$ cat config.mk
export PLATFORM = sky130hd
export DESIGN_NAME = spike_rate_decoder
export DESIGN_NICKNAME = d
export VERILOG_FILES = /design/src/rtl/spike_rate_decoder.sv
export SDC_FILE = /design/constraint.sdc
export NUM_CORES = 1
export LEC_CHECK = 0
export BUFFER_PORTS_ARGS = -buffer_cell sky130_fd_sc_hd__buf_2
export CAP_MARGIN = 20
export CELL_PAD_IN_SITES_DETAIL_PLACEMENT = 0
export CELL_PAD_IN_SITES_GLOBAL_PLACEMENT = 1
export CORE_UTILIZATION = 52
export CTS_CLUSTER_DIAMETER = 40
export DETAILED_ROUTE_END_ITERATION = 10
export GPL_ROUTABILITY_DRIVEN = 0
export PLACE_DENSITY_LB_ADDON = 0.15
export SETUP_SLACK_MARGIN = 0.02
export SYNTH_ARGS = -nofsm -noshare
export SYNTH_HDL_FRONTEND = slang
export SYNTH_SLANG_ARGS = --single-unit
$ cat constraint.sdc
create_clock -name clk -period 4.37 [get_ports clk]
set_input_delay 1.311 -clock clk [delete_from_list [all_inputs] [get_ports clk]]
set_output_delay 1.311 -clock clk [all_outputs]
set_load 0.05 [all_outputs]
$ cat src/rtl/spike_rate_decoder.sv
// Spike-rate decoder: per-channel rising-edge counts over fixed windows,
// handed off over valid/ready, plus one PWM motor output per channel.
module spike_rate_decoder #(
    parameter int NCH    = 2,
    parameter int CNT_W  = 10,
    parameter int WINDOW = 2500,
    parameter int PWM_W  = 8
) (
    input  logic                 clk,
    input  logic                 rst,
    input  logic                 en,
    input  logic [NCH-1:0]       spike_in,
    output logic [NCH*CNT_W-1:0] count_out,
    output logic                 count_valid,
    input  logic                 count_ready,
    output logic                 overrun,
    output logic [NCH-1:0]       pwm_out
);

    localparam int               TMR_W    = (WINDOW > 1) ? $clog2(WINDOW) : 1;
    localparam logic [TMR_W-1:0] TMR_LAST = TMR_W'(WINDOW - 1);

    function automatic logic [CNT_W-1:0] sat_inc(input logic [CNT_W-1:0] a,
                                                  input logic             inc);
        if (inc && (a != {CNT_W{1'b1}})) begin
            return a + CNT_W'(1);
        end
        return a;
    endfunction

    function automatic logic [PWM_W-1:0] duty_clip(input logic [CNT_W-1:0] c);
        if ((c >> PWM_W) != '0) begin
            return {PWM_W{1'b1}};
        end
        return PWM_W'(c);
    endfunction

    logic [NCH-1:0]   spike_prev_p0;
    logic [NCH-1:0]   edge_det;
    logic [TMR_W-1:0] timer_p1;
    logic [PWM_W-1:0] pwm_cnt_p1;
    logic [CNT_W-1:0] acc_p1  [NCH];
    logic [CNT_W-1:0] closing [NCH];
    logic [CNT_W-1:0] hold_p2 [NCH];
    logic [PWM_W-1:0] duty_p2 [NCH];
    logic             vld_p2;
    logic             overrun_p2;
    logic [NCH-1:0]   pwm_p2;
    logic             tick;
    logic             xfer;

    // Stage p0: edge detection against the last enabled-cycle sample
    assign edge_det = spike_in & ~spike_prev_p0 & {NCH{en}};
    assign tick     = en && (timer_p1 == TMR_LAST);
    assign xfer     = vld_p2 && count_ready;

    // An edge landing in the tick cycle is folded into the closing window
    always_comb begin
        for (int i = 0; i < NCH; i++) begin
            closing[i] = sat_inc(acc_p1[i], edge_det[i]);
        end
    end

    // Stage p1: window timer, accumulators, PWM counter (all frozen while en is low)
    always_ff @(posedge clk) begin
        if (!rst) begin
            spike_prev_p0 <= '0;
            timer_p1      <= '0;
            pwm_cnt_p1    <= '0;
            for (int i = 0; i < NCH; i++) begin
                acc_p1[i] <= '0;
            end
        end else if (en) begin
            spike_prev_p0 <= spike_in;
            timer_p1      <= tick ? '0 : timer_p1 + TMR_W'(1);
            pwm_cnt_p1    <= pwm_cnt_p1 + PWM_W'(1);
            for (int i = 0; i < NCH; i++) begin
                acc_p1[i] <= tick ? '0 : closing[i];
            end
        end
    end

    // Stage p2: holding registers, duty, handshake and PWM compare
    always_ff @(posedge clk) begin
        if (!rst) begin
            vld_p2     <= 1'b0;
            overrun_p2 <= 1'b0;
            pwm_p2     <= '0;
            for (int i = 0; i < NCH; i++) begin
                hold_p2[i] <= '0;
                duty_p2[i] <= '0;
            end
        end else begin
            for (int i = 0; i < NCH; i++) begin
                pwm_p2[i] <= en && (pwm_cnt_p1 < duty_p2[i]);
            end
            if (tick) begin
                for (int i = 0; i < NCH; i++) begin
                    hold_p2[i] <= closing[i];
                    duty_p2[i] <= duty_clip(closing[i]);
                end
                vld_p2 <= 1'b1;
                if (vld_p2 && !count_ready) begin
                    overrun_p2 <= 1'b1;
                end
            end else if (xfer) begin
                vld_p2 <= 1'b0;
            end
        end
    end

    always_comb begin
        count_out = '0;
        for (int i = 0; i < NCH; i++) begin
            count_out[i*CNT_W +: CNT_W] = hold_p2[i];
        end
    end

    assign count_valid = vld_p2;
    assign overrun     = overrun_p2;
    assign pwm_out     = pwm_p2;

endmodule
Word level (Yosys, flattened, before mapping)
Memories as Yosys holds them, arrays and structs flattened. Cells that the tools add are included.

Reductions and logical operators: 12. Order comparisons: 2. Bitwise logic cells: 9. Multiplexer cells: 38. Add/sub/neg operators: 4. Eq/ne operators: 3.

Operators by type and width (number): 10-bit two-way mux (10); 8-bit two-way mux (10); 10-bit by 1-bit adder with 10-bit output (second input constant) (2); 10-bit inequality test (second input constant) (2); 10-bit nonzero test (2); 1-bit two-way mux (17); 8-bit < comparator (2); 12-bit by 1-bit adder with 12-bit output (second input constant) (1); 12-bit equality test (second input constant) (1); 12-bit two-way mux (1); 8-bit by 1-bit adder with 8-bit output (second input constant) (1); 1-bit logical AND (7); 1-bit OR (6); 2-bit bitwise AND (2); 2-bit inverter (1); 2-bit AND reduction (1); 2-bit nonzero test (1); 1-bit logical NOT (1).

Register bits after elaboration: 26. Memories kept: 3. Word-level logic and storage cells: 77. Output and inout bits: 24. Memory bits (writable): 56.

Memory list: acc_p1 (depth 2, width 10, read ports 2, clocked after Yosys merged registers in 0, write ports 2, line 42) `logic [CNT_W-1:0] acc_p1 [NCH];`; hold_p2 (depth 2, width 10, read ports 2, clocked after Yosys merged registers in 0, write ports 2, line 44) `logic [CNT_W-1:0] hold_p2 [NCH];`; duty_p2 (depth 2, width 8, read ports 2, clocked after Yosys merged registers in 0, write ports 2, line 45) `logic [PWM_W-1:0] duty_p2 [NCH];`.

Longest topological paths before layout
Depth in word-level cells: 14. Gate-level depth with buffers: 8. Mapped depth without buffers: 6.

Worst setup path before layout
No wires, ideal clock.

Path kind: input to register. Start: input en. End: memory duty_p2[0][2], data pin. Stages: 7. Path buffers: 2. Library setup time: 0.269 ns. Arrival time: 2.378 ns. Setup slack: 1.723 ns. Path through: buf_4 -> and3b_1 -> nand4_1 -> mux2i_1 -> and2_1 -> buf_4 -> a21oi_1.

RTL lines: start, declared (line 11) `input logic en,`; end, declared (line 45).

==> metrics <==
Post-synth EDFFs=56; GRT Util Overall=0.194; setup_tns=0 ns; # resized after CTS=0; Layout area overhead=9.18%; Sink Count=82; fill count=roughly 650; CP cell instances=buf_2 > and4b_1 > nand4_1 > mux2i_1 > and2_1 > a21oi_1; clock tree from TritonCTS=built; Largest stage delay, worst path=approximately 0.40 ns; crit path max fanout=21; Sequential Area=2200 µm²; leading area contributor after synthesis=edfxtp_1; Starting Density=0.546; DRC viols=0; RSZ-0062 raised after global routing=false; Routed WL per cell=14.4 µm; initial drt markers=88; grt ovf=0; commonest cells in the netlist=edfxtp_1 (56), nor2_1 (52), dfxtp_1 (26); number of buffer and inverter stages on the critical path=1; clock-pin slew on the worst setup and hold paths=0.09 ns; Slew @ Worst Pin=approximately 0.89 ns; final WL=7.17 mm; max-cap violation count=0; initial antenna violation count=0; first-pass GRT wire length=12.3 mm; Hold/Removal Path Class=flop to flop; maximum VDD drop=between 0.2 and 0.25 mV; Mapped Area=4020 µm²; number of buffers created by CTS=9; final slew viol count=0; # diodes=0; Fin. Hold Viols=0; PwrDens=347 nW/µm²; post-synth top area share=0.418; Crit path max-delay family=simple AND/OR/NAND/NOR gates; crit path time final=2.85 ns; Worst Skew=0.00950 ns; via count=approximately 2,600; area of the multi-input gates=1640 µm²; outcome=finished clean; Avg Cell Area, Syn=between 10 and 15 µm²; Netlist cell types=44; CP arrival=a little under 3 ns; drt pass-1 iters=5; clock buffer depth=2; DP HPWL=5.04 mm; CP endpoint kind=flop; final hold slack=0.501 ns; vias in the first global route=2,557; kind of start point of the critical path=input port; Async S/R FF share, synth=0; Cells after Synth=~360; largest net degree at the start of global routing=32; top cells by area, synth=edfxtp_1 (42%), dfxtp_1 (13%), ha_1 (5.6%); fraction of layout cells with a size suffix above 1=0.191; DR vias/cell=5.21; I/O Pins=30; final setup vio count=0; Die Width=89.9 µm; most frequent cell after synthesis=edfxtp_1; cts hold-fix bufs=0; Die Ht=89.9 µm; fmax=0.350 GHz; Crit-path slowest cell=and2_1; synth warn=0; input/output buffers=29; Max transition margin=0.406; nets=between 400 and 500; Yosys reg bits=82; total core area=about 7400 µm²; CP Class=input port to flop; ys flop type=edfxtp_1; later-pin clock latency in the skew report=approximately 0.35 ns; Seq/Total Area, Yosys=0.548; period utilization=0.653; post-CTS setup buffers=0; die area=slightly above 8000 µm²; clock tree root buffer cell=clkbuf_8; P_leak=1.75 nW; Synth Net Count=387; Worst Path Required=4.44 ns; Antenna Nets Post-Route=0; row cnt=31; H-tree depth=3
per-layer routing:
layer  global-route usage  share of wire  vias to the layer above
met5                    0              0                        -
met4               0.0578          0.010                        0
met3               0.0626          0.045                        8
met2                0.289           0.45                       43
met1                0.272           0.50                     1196
li1                     -              -                     1339
sequential cells by signal (all words and copies together) (netlist names):
signal and cells:
acc_p1 20, timer_p1 12, hold_p2 20, pwm_cnt_p1 8, duty_p2 16, count_valid 1
spike_prev_p0 2, pwm_out 2, overrun 1
layout make-up:
cell class              count  area share
well taps                  99      0.0282
repair buffers             33      0.0399
flip-flops and latches     82       0.502
inverters                  19      0.0162
clock inverters             4     0.00655
multi-input cells         247       0.374
clock buffers              12      0.0331
per-stage QoR:
step	power, W	cells	setup WS (ns)	utilization	instance area (µm²)
6_report	0.00152	496	1.52	0.596	4390
5_1_grt	0.00159	496	1.40	0.596	4390
4_1_cts	0.00154	496	1.53	0.596	4390
3_5_place_dp	0.00105	480	1.15	0.572	4220
3_3_place_gp	0.00105	480	1.19	0.572	4220
2_1_floorplan	0.00101	363	1.72	-	4020
worst min-delay path, delay by kind of cell, from the launching register on:
| kind | cells | cell delay (ns) |
|---|---|---|
| flops | 1 | 0.31 |
| compound gates | 1 | 0.06 |
| simple gates | 1 | 0.08 |
layout by cell type, fill, tap and decap left out, types with 7 or more instances in the layout:
cell type,synthesis,routed
edfxtp_1,56,56
nor2_1,52,52
buf_2,7,29
dfxtp_1,26,26
inv_1,19,19
nand3_1,18,18
ha_1,18,18
nand2_1,17,16
xor2_1,15,15
mux2i_1,14,14
a21oi_1,12,12
nand4_1,11,11
nor2_2,11,11
a21oi_2,11,11
clkbuf_8,0,10
nand2b_1,7,7
o21ai_0,7,7
xnor2_1,7,7
path summary, 6_finish.rpt:
| path | start | to | slack, ns | depth (start not counted) |
|---|---|---|---|---|
| max | en | duty_p2[0][0] | 1.52 | 6 |
| min | count_valid | count_valid | 0.50 | 2 |
| max reg2reg | timer_p1[0] | duty_p2[0][15] | 2.21 | 5 |
| min reg2reg | count_valid | count_valid | 0.50 | 2 |
logic make-up (layout without fill, tap and decap cells):
group	Yosys count	in the layout	synth area share
AO/OA/AOI/OAI	48	48	0.0831
XOR/XNOR	22	22	0.0479
adder cells (fa/ha/maj)	18	18	0.0560
buffers and inverters	34	68	0.0442
flip-flops	82	82	0.548
multiplexers	14	14	0.0348
AND/OR/NAND/NOR	145	145	0.186
report_power, final:
part	leakage (nW)	internal, W	switching, W	total [W]
logic	0.893	0.0000404	0.000106	0.000146
registers	0.774	0.000863	0.0000243	0.000887
clock network	0.0826	0.000222	0.000269	0.000492
(Power assumes the default switching activity.)
